File: src/rtl/elevator_ctrl.sv
// Elevator car controller: latches floor calls, picks direction by SCAN and
// sequences travel and door dwell through a restartable seconds timer.
module elevator_ctrl #(
    parameter int NUM_FLOORS = 4,
    parameter int FLOOR_W    = 2,
    parameter int TRAVEL_SEC = 2,
    parameter int DOOR_SEC   = 3
) (
    input  logic                  clk,
    input  logic                  reseta,
    input  logic [NUM_FLOORS-1:0] req,
    input  logic [3:0]            timeout,
    input  logic                  done_reset_clock,
    output logic                  clock_reset,
    output logic [FLOOR_W-1:0]    floor,
    output logic                  dir_up,
    output logic                  moving,
    output logic                  door_open,
    output logic [NUM_FLOORS-1:0] pending
);

    typedef enum logic [2:0] {
        IDLE     = 3'd0,
        MOVE_ARM = 3'd1,
        MOVE     = 3'd2,
        DOOR_ARM = 3'd3,
        DOOR     = 3'd4
    } state_t;

    state_t                  r_state;
    state_t                  w_state_nxt;
    logic [FLOOR_W-1:0]      w_floor_nxt;
    logic [FLOOR_W-1:0]      w_floor_step;
    logic                    w_dir_nxt;
    logic [NUM_FLOORS-1:0]   w_req_eff;
    logic [NUM_FLOORS-1:0]   w_clr;
    logic [NUM_FLOORS-1:0]   w_pend_nxt;

    function automatic logic calls_beyond(input logic [NUM_FLOORS-1:0] pend,
                                          input logic [FLOOR_W-1:0]    fl,
                                          input logic                  up);
        logic hit;
        hit = 1'b0;
        for (int i = 0; i < NUM_FLOORS; i++) begin
            if ((up && (i > int'(fl))) || (!up && (i < int'(fl))))
                hit = hit | pend[i];
        end
        return hit;
    endfunction

    // Saturating step keeps the car inside the shaft even if direction logic misbehaves.
    always_comb begin
        w_floor_step = floor;
        if (dir_up) begin
            if (floor != FLOOR_W'(NUM_FLOORS - 1))
                w_floor_step = floor + FLOOR_W'(1);
        end else begin
            if (floor != '0)
                w_floor_step = floor - FLOOR_W'(1);
        end
    end

    always_comb begin
        w_state_nxt = r_state;
        w_floor_nxt = floor;
        w_dir_nxt   = dir_up;
        w_clr       = '0;
        w_req_eff   = req;
        if (r_state == DOOR)
            w_req_eff[floor] = 1'b0;

        case (r_state)
            IDLE: begin
                if (pending[floor]) begin
                    w_clr[floor] = 1'b1;
                    w_state_nxt  = DOOR_ARM;
                end else if (|pending) begin
                    w_dir_nxt   = calls_beyond(pending, floor, dir_up) ? dir_up : !dir_up;
                    w_state_nxt = MOVE_ARM;
                end
            end
            MOVE_ARM: begin
                if (done_reset_clock)
                    w_state_nxt = MOVE;
            end
            MOVE: begin
                if (timeout == 4'(TRAVEL_SEC)) begin
                    w_floor_nxt = w_floor_step;
                    if (pending[w_floor_step]) begin
                        w_clr[w_floor_step] = 1'b1;
                        w_state_nxt         = DOOR_ARM;
                    end else if (calls_beyond(pending, w_floor_step, dir_up)) begin
                        w_state_nxt = MOVE_ARM;
                    end else begin
                        w_state_nxt = IDLE;
                    end
                end
            end
            DOOR_ARM: begin
                if (done_reset_clock)
                    w_state_nxt = DOOR;
            end
            DOOR: begin
                // A call at the open door extends the dwell instead of latching.
                if (req[floor])
                    w_state_nxt = DOOR_ARM;
                else if (timeout == 4'(DOOR_SEC))
                    w_state_nxt = IDLE;
            end
            default: w_state_nxt = IDLE;
        endcase

        w_pend_nxt = (pending & ~w_clr) | w_req_eff;
    end

    always_ff @(posedge clk or negedge reseta) begin
        if (!reseta) begin
            r_state     <= IDLE;
            floor       <= '0;
            dir_up      <= 1'b1;
            pending     <= '0;
            clock_reset <= 1'b0;
            moving      <= 1'b0;
            door_open   <= 1'b0;
        end else begin
            r_state     <= w_state_nxt;
            floor       <= w_floor_nxt;
            dir_up      <= w_dir_nxt;
            pending     <= w_pend_nxt;
            clock_reset <= (w_state_nxt == MOVE_ARM) || (w_state_nxt == DOOR_ARM);
            moving      <= (w_state_nxt == MOVE_ARM) || (w_state_nxt == MOVE);
            door_open   <= (w_state_nxt == DOOR_ARM) || (w_state_nxt == DOOR);
        end
    end

endmodule

File: config.mk
export PLATFORM = sky130hd
export DESIGN_NAME = elevator_ctrl
export DESIGN_NICKNAME = d
export VERILOG_FILES = /design/src/rtl/elevator_ctrl.sv
export SDC_FILE = /design/constraint.sdc
export NUM_CORES = 1
export LEC_CHECK = 0
export CORE_MARGIN = 2
export CORE_UTILIZATION = 44
export CTS_BUF_LIST = sky130_fd_sc_hd__clkbuf_16
export DETAILED_ROUTE_END_ITERATION = 6
export PLACE_DENSITY_LB_ADDON = 0.05
export RECOVER_POWER = 100
export SYNTH_ARGS = -nofsm -noshare
export SYNTH_HDL_FRONTEND = slang
export SYNTH_SLANG_ARGS = --single-unit
File: constraint.sdc
create_clock -name clk -period 1.8 [get_ports clk]
set_input_delay 0.18 -clock clk [delete_from_list [all_inputs] [get_ports clk]]
set_output_delay 0.18 -clock clk [all_outputs]
set_load 0.01 [all_outputs]
==> flow_summary.toml, run 1 <==
[cells_and_area]
ff_latch_area_um2 = 328
diodes = 0
n_fill_cell = 137
final_nets = 175
multi_input_area_um2 = 597
area_delta_synth_final_pct = 63.0
drive_above_1_share_pct = 34.4
finalNonFillerCells = 190

[status]
status = "finished, violations left"
violations = "negative setup slack"

[power_and_ir_drop]
p_int_w = 0.00142
vdd_drop_max_mv = 1.06
p_switching_w = 0.000869
clkPwrFrac_pct = 18.2
swShare_pct = 38.0
powerDensity_mw_per_mm2 = 1480
sequentialPowerShare_pct = 21.9
leakagePower_nw = 0.635
p_comb_share_pct = 60.0

[synthesis]
ys_warn_count = 0
seq_area_frac_synth_pct = 34.5
ys.flop_type = "dfrtp_1"
yosys.area.top_type = "dfrtp_1"
synth_top_area_share_pct = 31.7
ys_types = 47
synthArstFlopShare_pct = 100
synth_fp_nets = 120
synth_edf_count = 0
syn_area_per_cell_um2 = 8.69
synth_area_um2 = 947
syn_inst = 109
yosys-top-cells-area = "dfrtp_1, nor2b_1, a21oi_1"
synth-seq-cells = 13

[critical_path]
crit_chain = "xnor2_2, o311a_1, a221o_1, a21oi_2, inv_2, mux2_4"
crit_required_ns = 1.92
cp_top_family = "compound AO/OA/AOI/OAI gates"
max_stage_delay_ns = 0.61
crit_arrival_ns = 2.13
cp_slowest_cell = "dfstp_2"
crit_type = "reg2reg"
endpoint_kind = "flop"
crit_buf_inv = 1
worstPathMaxFanout = 6
cp-start-kind = "flop"

[sta]
min_period_ns = 2.00
slew_viol_final = 0
max_freq_mhz = 500
relSlewSlack_pct = 59.8
fin_skew_ns = 0.00404
rsz0062_at_grt = "yes"
worst_pin_slew_ns = 0.601
timing.final.ws_setup_ns = -0.202
period_share_pct = 111
hold_viol = 0
setup_violations = 4

[clock_tree]
clkSinkCount = 13
cts_root_buffer = "clkbuf_16"
cts_made_buffers = 3
tritoncts = "built"
clk_path_buf_depth = 2
cts_max_level = 1
clk_latency_ns = 0.24
clkTransAtPathRegs_ns = 0.05

[floorplanning]
die_area_mm2 = 0.00254
initial_core_util_pct = 47.3
pin_count = 21
die_y_um = 50.4
die-width_um = 50.4
core_area_mm2 = 0.00200
num_rows = 16

[global_routing]
grt_antenna_before_repair = 0
grt_max_degree = 14
grt_usage_pct = 26.7
grt_overflow_total = 0
grt_pass1_wl_um = 5040
first_global_vias = 1085

[routing]
wl_per_cell_um = 15.8
vias = 1120
drc = 0
drt_iter0_markers = 69
drtAntennaViolNets = 0
firstDrtPassIters = 4
viasPerCell = 5.89
totalWireLength_um = 3000

[placed_design]
io_buffers = 20
dp_cells = 181
place_congestion = 0.865
place_worst_setup_slack_ns = -0.250
dp_hpwl_um = 2160

[flow_run]
drv_cap = 0

[hold_path]
hold_path_class = "in2async"
worst paths after layout:
path | slack [ns] | startpoint | cells past startpoint | end
max | -0.20 | dir_up | 6 | moving
min in group clk | 0.54 | req[2] | 3 | pending[2]
min | 0.39 | reseta | 1 | pending[3]
max in group asynchronous | 0.99 | reseta | 1 | floor[1]
min reg2reg | 0.64 | r_state[2] | 2 | r_state[1]
max reg2reg | -0.20 | dir_up | 6 | moving
cells by family (layout without fill, tap and decap cells):
| logic type | after synthesis | after routing | share of synthesized area, % |
|---|---|---|---|
| AOI/OAI and AO/OA | 39 | 39 | 29.6 |
| xor gates and xnor gates | 1 | 1 | 0.925 |
| buffers and inverters | 13 | 67 | 6.61 |
| DFF | 13 | 13 | 34.5 |
| muxes | 3 | 3 | 5.02 |
| and+or+nand+nor | 40 | 40 | 23.4 |
layout make-up:
| cell class | instances | area share [%] |
|---|---|---|
| clock buffers | 3 | 4.86 |
| clock inverters | 1 | 0.243 |
| inverters | 7 | 1.86 |
| multi-input cells | 83 | 38.7 |
| flip-flops and latches | 13 | 21.2 |
| well taps | 27 | 2.19 |
| repair buffers | 56 | 31.0 |
cell usage after synthesis (2+ instances only):
library cell,number
a21o_1,2
a21oi_1,8
a221o_1,2
clkbuf_1,4
dfrtp_1,12
inv_1,4
inv_2,2
nand2_1,8
nand2b_1,2
nor2_1,7
nor2b_1,7
nor3_1,3
nor4_1,3
o21ai_0,7
o31ai_1,4
o41a_1,2
or3_1,2
per-layer routing:
metal,track usage (%),routed length (um),up-vias
met5,0,0,-
met4,14.0,72,0
met3,2.68,219,9
met2,41.9,1440,57
met1,36.3,1270,531
li1,-,-,523
timing repair:
item                                    4_1_cts  5_1_grt
gates resized for setup                       4        8
hold buffers                                  0        0
endpoints found under the setup margin        9        8
buffers inserted                              4        1
stage by stage:
stage               total power [W]  TNS (ns)  util [%]  hold WS (ns)  area, um2
CTS                         0.00221    -0.345      75.0         0.340       1500
detailed placement          0.00173     -1.30      68.9         0.597       1380
floorplan                   0.00117    -0.173         -        -0.116        951
global route                0.00245    -0.631      77.1         0.462       1540
finish                      0.00229    -0.393      77.1         0.386       1540
global placement            0.00171     -1.21      68.9         0.592       1380
power groups by stage:
| stage | Combinational [W] | Clock [W] | Sequential (W) |
|---|---|---|---|
| floorplan | 0.000629 | 0 | 0.000542 |
| global placement | 0.00121 | 0 | 0.000498 |
| detailed placement | 0.00123 | 0 | 0.000498 |
| CTS | 0.00129 | 0.000423 | 0.000499 |
| global route | 0.00149 | 0.000444 | 0.000515 |
| finish | 0.00137 | 0.000416 | 0.000500 |
state kept, by name, summed over array words and instances (netlist names):
signal       cells
moving           1
floor            2
pending          4
door_open        1
r_state          3
clock_reset      1
dir_up           1
cell usage in the layout, fill, tap and decap left out, types with 2 or more instances in the layout:
cell              n
dfrtp_1          11
nand2_1           8
inv_1             4
nor4_2            2
nor3_1            3
a21oi_1           7
buf_4            31
or3_1             2
inv_2             3
a221o_1           2
o41a_1            2
buf_6             3
clkbuf_16         3
a21o_1            2
o31ai_1           3
clkdlybuf4s50_1  10
dlygate4sd3_1    10
nand2b_1          2
nor2b_1           6
o21ai_0           7
nor2_1            7
Power figures use the tool's default switching activity.
==> run 2: changes to the inputs <==
--- a/config.mk
+++ b/config.mk
@@ -5,6 +5,7 @@
 export SDC_FILE = /design/constraint.sdc
 export NUM_CORES = 1
 export LEC_CHECK = 0
+export CAP_MARGIN = 20
 export CORE_MARGIN = 2
 export CORE_UTILIZATION = 44
 export CTS_BUF_LIST = sky130_fd_sc_hd__clkbuf_16
==> results of run 2 <==
No change in the layout: final DEF, timing and power equal those of run 1.
==> run 3: changes to the inputs <==
--- a/config.mk
+++ b/config.mk
@@ -7,8 +7,9 @@
 export LEC_CHECK = 0
 export CAP_MARGIN = 20
 export CORE_MARGIN = 2
-export CORE_UTILIZATION = 44
+export CORE_UTILIZATION = 53
 export CTS_BUF_LIST = sky130_fd_sc_hd__clkbuf_16
+export CTS_CLUSTER_SIZE = 16
 export DETAILED_ROUTE_END_ITERATION = 6
 export PLACE_DENSITY_LB_ADDON = 0.05
 export RECOVER_POWER = 100
==> constraint.sdc (replaced) <==
create_clock -name clk -period 2.5 [get_ports clk]
set_input_delay 0.25 -clock clk [delete_from_list [all_inputs] [get_ports clk]]
set_output_delay 0.25 -clock clk [all_outputs]
set_load 0.01 [all_outputs]
==> flow_summary.toml, run 3 (synthesis results as in run 1) <==
[cells_and_area]
diodes = 0
area_delta_synth_final_pct = 31.6
finalNonFillerCells = 156
top_register = "pending"
drive_above_1_share_pct = 10.7
reg_top3 = "pending (4), r_state (3), floor (2)"
final_common_cell = "dfrtp_1"
final_cell_mix = "dfrtp_1, clkdlybuf4s50_1, dlygate4sd3_1"
final_nets = 143
largest_reg_flops = 4

[sta]
relSlewSlack_pct = 58.3
fin_skew_ns = 0.00132
worst_pin_slew_ns = 0.623
setup_violations = 0
fin_hold_ws_ns = 0.471
max_freq_mhz = 435
hold_viol = 0
rsz0062_at_grt = "no"
min_period_ns = 2.30
slew_viol_final = 0
period_share_pct = 91.9
timing.final.ws_setup_ns = 0.204
setup-tns-final_ns = 0

[routing]
firstDrtPassIters = 4
totalWireLength_um = 2440
vias = 944
viasPerCell = 6.05
wl_per_cell_um = 15.6
drtAntennaViolNets = 0
drc = 0
drt_iter0_markers = 22

[placed_design]
io_buffers = 20
dp_hpwl_um = 1770
place_congestion = 0.912
place_worst_setup_slack_ns = 0.345
dp_cells = 152

[critical_path]
endpoint_kind = "flop"
cp-start-kind = "flop"
crit_arrival_ns = 2.42
r2r_end = "moving"
worstPathMaxFanout = 8
rrSetupSlack_ns = 0.20
rr_startpoint = "floor[1]"
crit_type = "reg2reg"
crit_required_ns = 2.62
rr_worst_depth = 7

[power_and_ir_drop]
leakagePower_nw = 0.463
vdd_drop_max_mv = 0.681
powerDensity_mw_per_mm2 = 1080

[clock_tree]
tritoncts = "built"
cts_max_level = 1
cts_resized = 0
postCtsSetupRepairBufs = 0
cts_made_buffers = 3
cts_hold_buf = 0
clkSinkCount = 13
clkTransAtPathRegs_ns = 0.04
cts_root_buffer = "clkbuf_16"
clk_latency_ns = 0.24
clk_path_buf_depth = 2

[status]
status = "completed"

[hold_path]
hold_path_class = "in2async"

[floorplanning]
die-width_um = 46.3
die_y_um = 46.3
die_area_mm2 = 0.00214
core_area_mm2 = 0.00171
initial_core_util_pct = 55.5
pin_count = 21
num_rows = 15

[global_routing]
grt_usage_pct = 26.5
grt_antenna_before_repair = 0
first_global_vias = 863
grt_pass1_wl_um = 4010
grt_max_degree = 17
grt_overflow_total = 0

[flow_run]
drv_cap = 0
[run 3: changes by cell type in the layout (fill, tap and decap cells not counted), sizes merged]
cell / delta
inv: -1
clkdlybuf4s50: +1
dlygate4sd3: -1
clkinv: +1
buf: -32
[run 3: worst max-delay path by stage]
stage               startpoint  endpoint  slack, ns
floorplan             floor[0]    moving       0.51
CTS                     dir_up    moving       0.34
global placement        req[1]    moving       0.38
finish                floor[1]    moving       0.20
detailed placement      dir_up    moving       0.35
global route          floor[1]    moving       0.13
[run 3: power by group]
part           total, W  switching [W]  internal (W)
Combinational  0.000640       0.000321      0.000319
Sequential     0.000414       0.000120      0.000294
Clock          0.000294      0.0000837      0.000210
Total           0.00135       0.000525      0.000824
[run 3: layout make-up]
cell class	instances	area, um2
Multi-Input combinational cell	83	558
Fill cell	135	462
Sequential cell	13	327
Timing Repair Buffer	24	223
Clock buffer	3	75.1
Tap cell	25	31.3
Inverter	7	28.8
Clock inverter	1	3.75
[run 3: critical path: stages (launching register included)]
cell and delay (ns):
dfrtp_1 0.52, clkbuf_1 0.34, mux4_2 0.40, nor2b_1 0.23, o32ai_1 0.15, a21oi_2 0.18, clkinv_1 0.10, mux2_4 0.26
[run 3: layer usage]
metal | track usage, % | vias to the layer above | part of all wire [%]
met4 | 7.43 | 0 | 0.37
met1 | 40.2 | 448 | 47
met5 | 0 | - | 0
met2 | 38.9 | 34 | 48
met3 | 3.53 | 2 | 5.0
li1 | - | 460 | -
[run 3: stage by stage]
step                      total power [W]  instance area (um2)  util [%]
after floorplan                  0.000837                  947         -
after global placement            0.00105                 1170      68.8
after detailed placement          0.00106                 1170      68.8
after CTS                         0.00137                 1250      73.4
after global routing              0.00145                 1250      73.0
final                             0.00135                 1250      73.0
==> RTL change (settings of run 1) <==
Take the reset off `pending` and load it in a clocked block of its own.
--- a/src/rtl/elevator_ctrl.sv
+++ b/src/rtl/elevator_ctrl.sv
@@ -118,7 +118,6 @@
             r_state     <= IDLE;
             floor       <= '0;
             dir_up      <= 1'b1;
-            pending     <= '0;
             clock_reset <= 1'b0;
             moving      <= 1'b0;
             door_open   <= 1'b0;
@@ -126,12 +125,15 @@
             r_state     <= w_state_nxt;
             floor       <= w_floor_nxt;
             dir_up      <= w_dir_nxt;
-            pending     <= w_pend_nxt;
             clock_reset <= (w_state_nxt == MOVE_ARM) || (w_state_nxt == DOOR_ARM);
             moving      <= (w_state_nxt == MOVE_ARM) || (w_state_nxt == MOVE);
             door_open   <= (w_state_nxt == DOOR_ARM) || (w_state_nxt == DOOR);
         end
     end
 
+    always_ff @(posedge clk) begin
+        pending <= w_pend_nxt;
+    end
+
 endmodule
 
Function: changed (a bounded check fails within 4 cycles, from zero or initial values and one cycle with reseta low).
==> RTL change against run 1 <==
The flow still finishes with violations (negative setup slack). Global-route usage is 2.6 points lower. Clock skew is 1.2 ps lower. Die area is 1.9% lower. Setup slack better by 54 ps. Wire length is 7.6% lower. Cell area is 3.4% lower. Utilization is 1.9 points lower. Power is 0.85% lower. Synthesized area is 2.1% lower. Non-clock buffer count is 1 lower. Count of clock-buffer cells in the layout stayed put. Fmax is 2.8% higher. Sequential cell count stayed put. Critical path type unchanged. Largest cell class unchanged. Highest routed layer unchanged.
==> RTL change: results (changes against run 1) <==
- Violated checks: negative setup slack (unchanged)
* Cell at the slowest stage of the critical path: sky130_fd_sc_hd__dfrtp_2 (was sky130_fd_sc_hd__dfstp_2)
- Maximum number of pins on one net before global-route repair: 13 (was 14)
* Leakage power of the design: 0.617 nW (was 0.635 nW)
* Number of placed cells counting well taps: 180 (was 181)
- The sequential fraction of the synthesis area is 33.1% (was 34.5%).
- Register fraction of the total cell area: 20.7% (was 21.2%)
* Parity-gate share of the synthesized area counting xor and xnor cells: 0.945% (was 0.925%)
* Fraction of area in multi-input gates: 38.8% (was 38.7%)
- The instance area at placement is 1350 um^2 (was 1380 um^2).
- First-pass GRT wire length: 4.49 mm (was 5.04 mm)
- Async set-reset flop share out of synthesis: 69.2% (was 100%)
* Initial DRC Count: 34 (was 69)
* Relative area of non-clock buffer cells in the final design: 31.0% (about the same)
* Post-Synthesis Cell Area: 927 um^2 (was 947 um^2)
- The worst vdd rail ir drop is 1.05 mV (was 1.06 mV).
- Worst-case setup margin in the final layout: -148 ps (was -202 ps)
- Status: finished, violations left (unchanged)
- Commonest cells post-synth: 8 x sky130_fd_sc_hd__a21oi_1, 8 x sky130_fd_sc_hd__dfrtp_1, 8 x sky130_fd_sc_hd__nand2_1 (was 12 x sky130_fd_sc_hd__dfrtp_1, 8 x sky130_fd_sc_hd__a21oi_1, 8 x sky130_fd_sc_hd__nand2_1)
- Net total in the final layout: 174 (was 175)
* Worst setup skew after layout: 2.87 ps (was 4.04 ps)
- Routed via count divided by cell count: 5.69 (was 5.89)
- The post-CTS resize count was 2 (was 4).
- Count of endpoints failing setup in the final report: 4 (unchanged)
- The global router's overall resource usage is 24.0% (was 26.7%).
RTL change: changes by cell type in the layout (fill, tap and decap cells not counted), sizes merged:
cell           change
dfrtp              -4
dfxtp              +4
clkbuf             -2
clkdlybuf4s50      +2
dlygate4sd3        -2
buf                +1
RTL change: kinds of logic (layout without fill, tap and decap cells):
logic type,Yosys count,after routing
xor+xnor,1,1
mux,3,3
flops,13,13
buf+inv,13,66
compound gates,39,39
simple gates,40,40
RTL change: worst register-to-register path: stages (launching register included):
cell	delay (ps)
sky130_fd_sc_hd__dfrtp_2	480
sky130_fd_sc_hd__buf_4	170
sky130_fd_sc_hd__mux2i_1	130
sky130_fd_sc_hd__nor3b_2	180
sky130_fd_sc_hd__o41a_1	360
sky130_fd_sc_hd__o22a_1	200
sky130_fd_sc_hd__mux2_4	300
RTL change: routing by layer:
metal,vias to the layer above,share of wire [%],GRT usage [%]
li1,527,-,-
met1,488,46,31.3
met2,53,45,37.1
met3,7,6.8,4.55
met4,0,2.3,13.4
met5,-,0,0
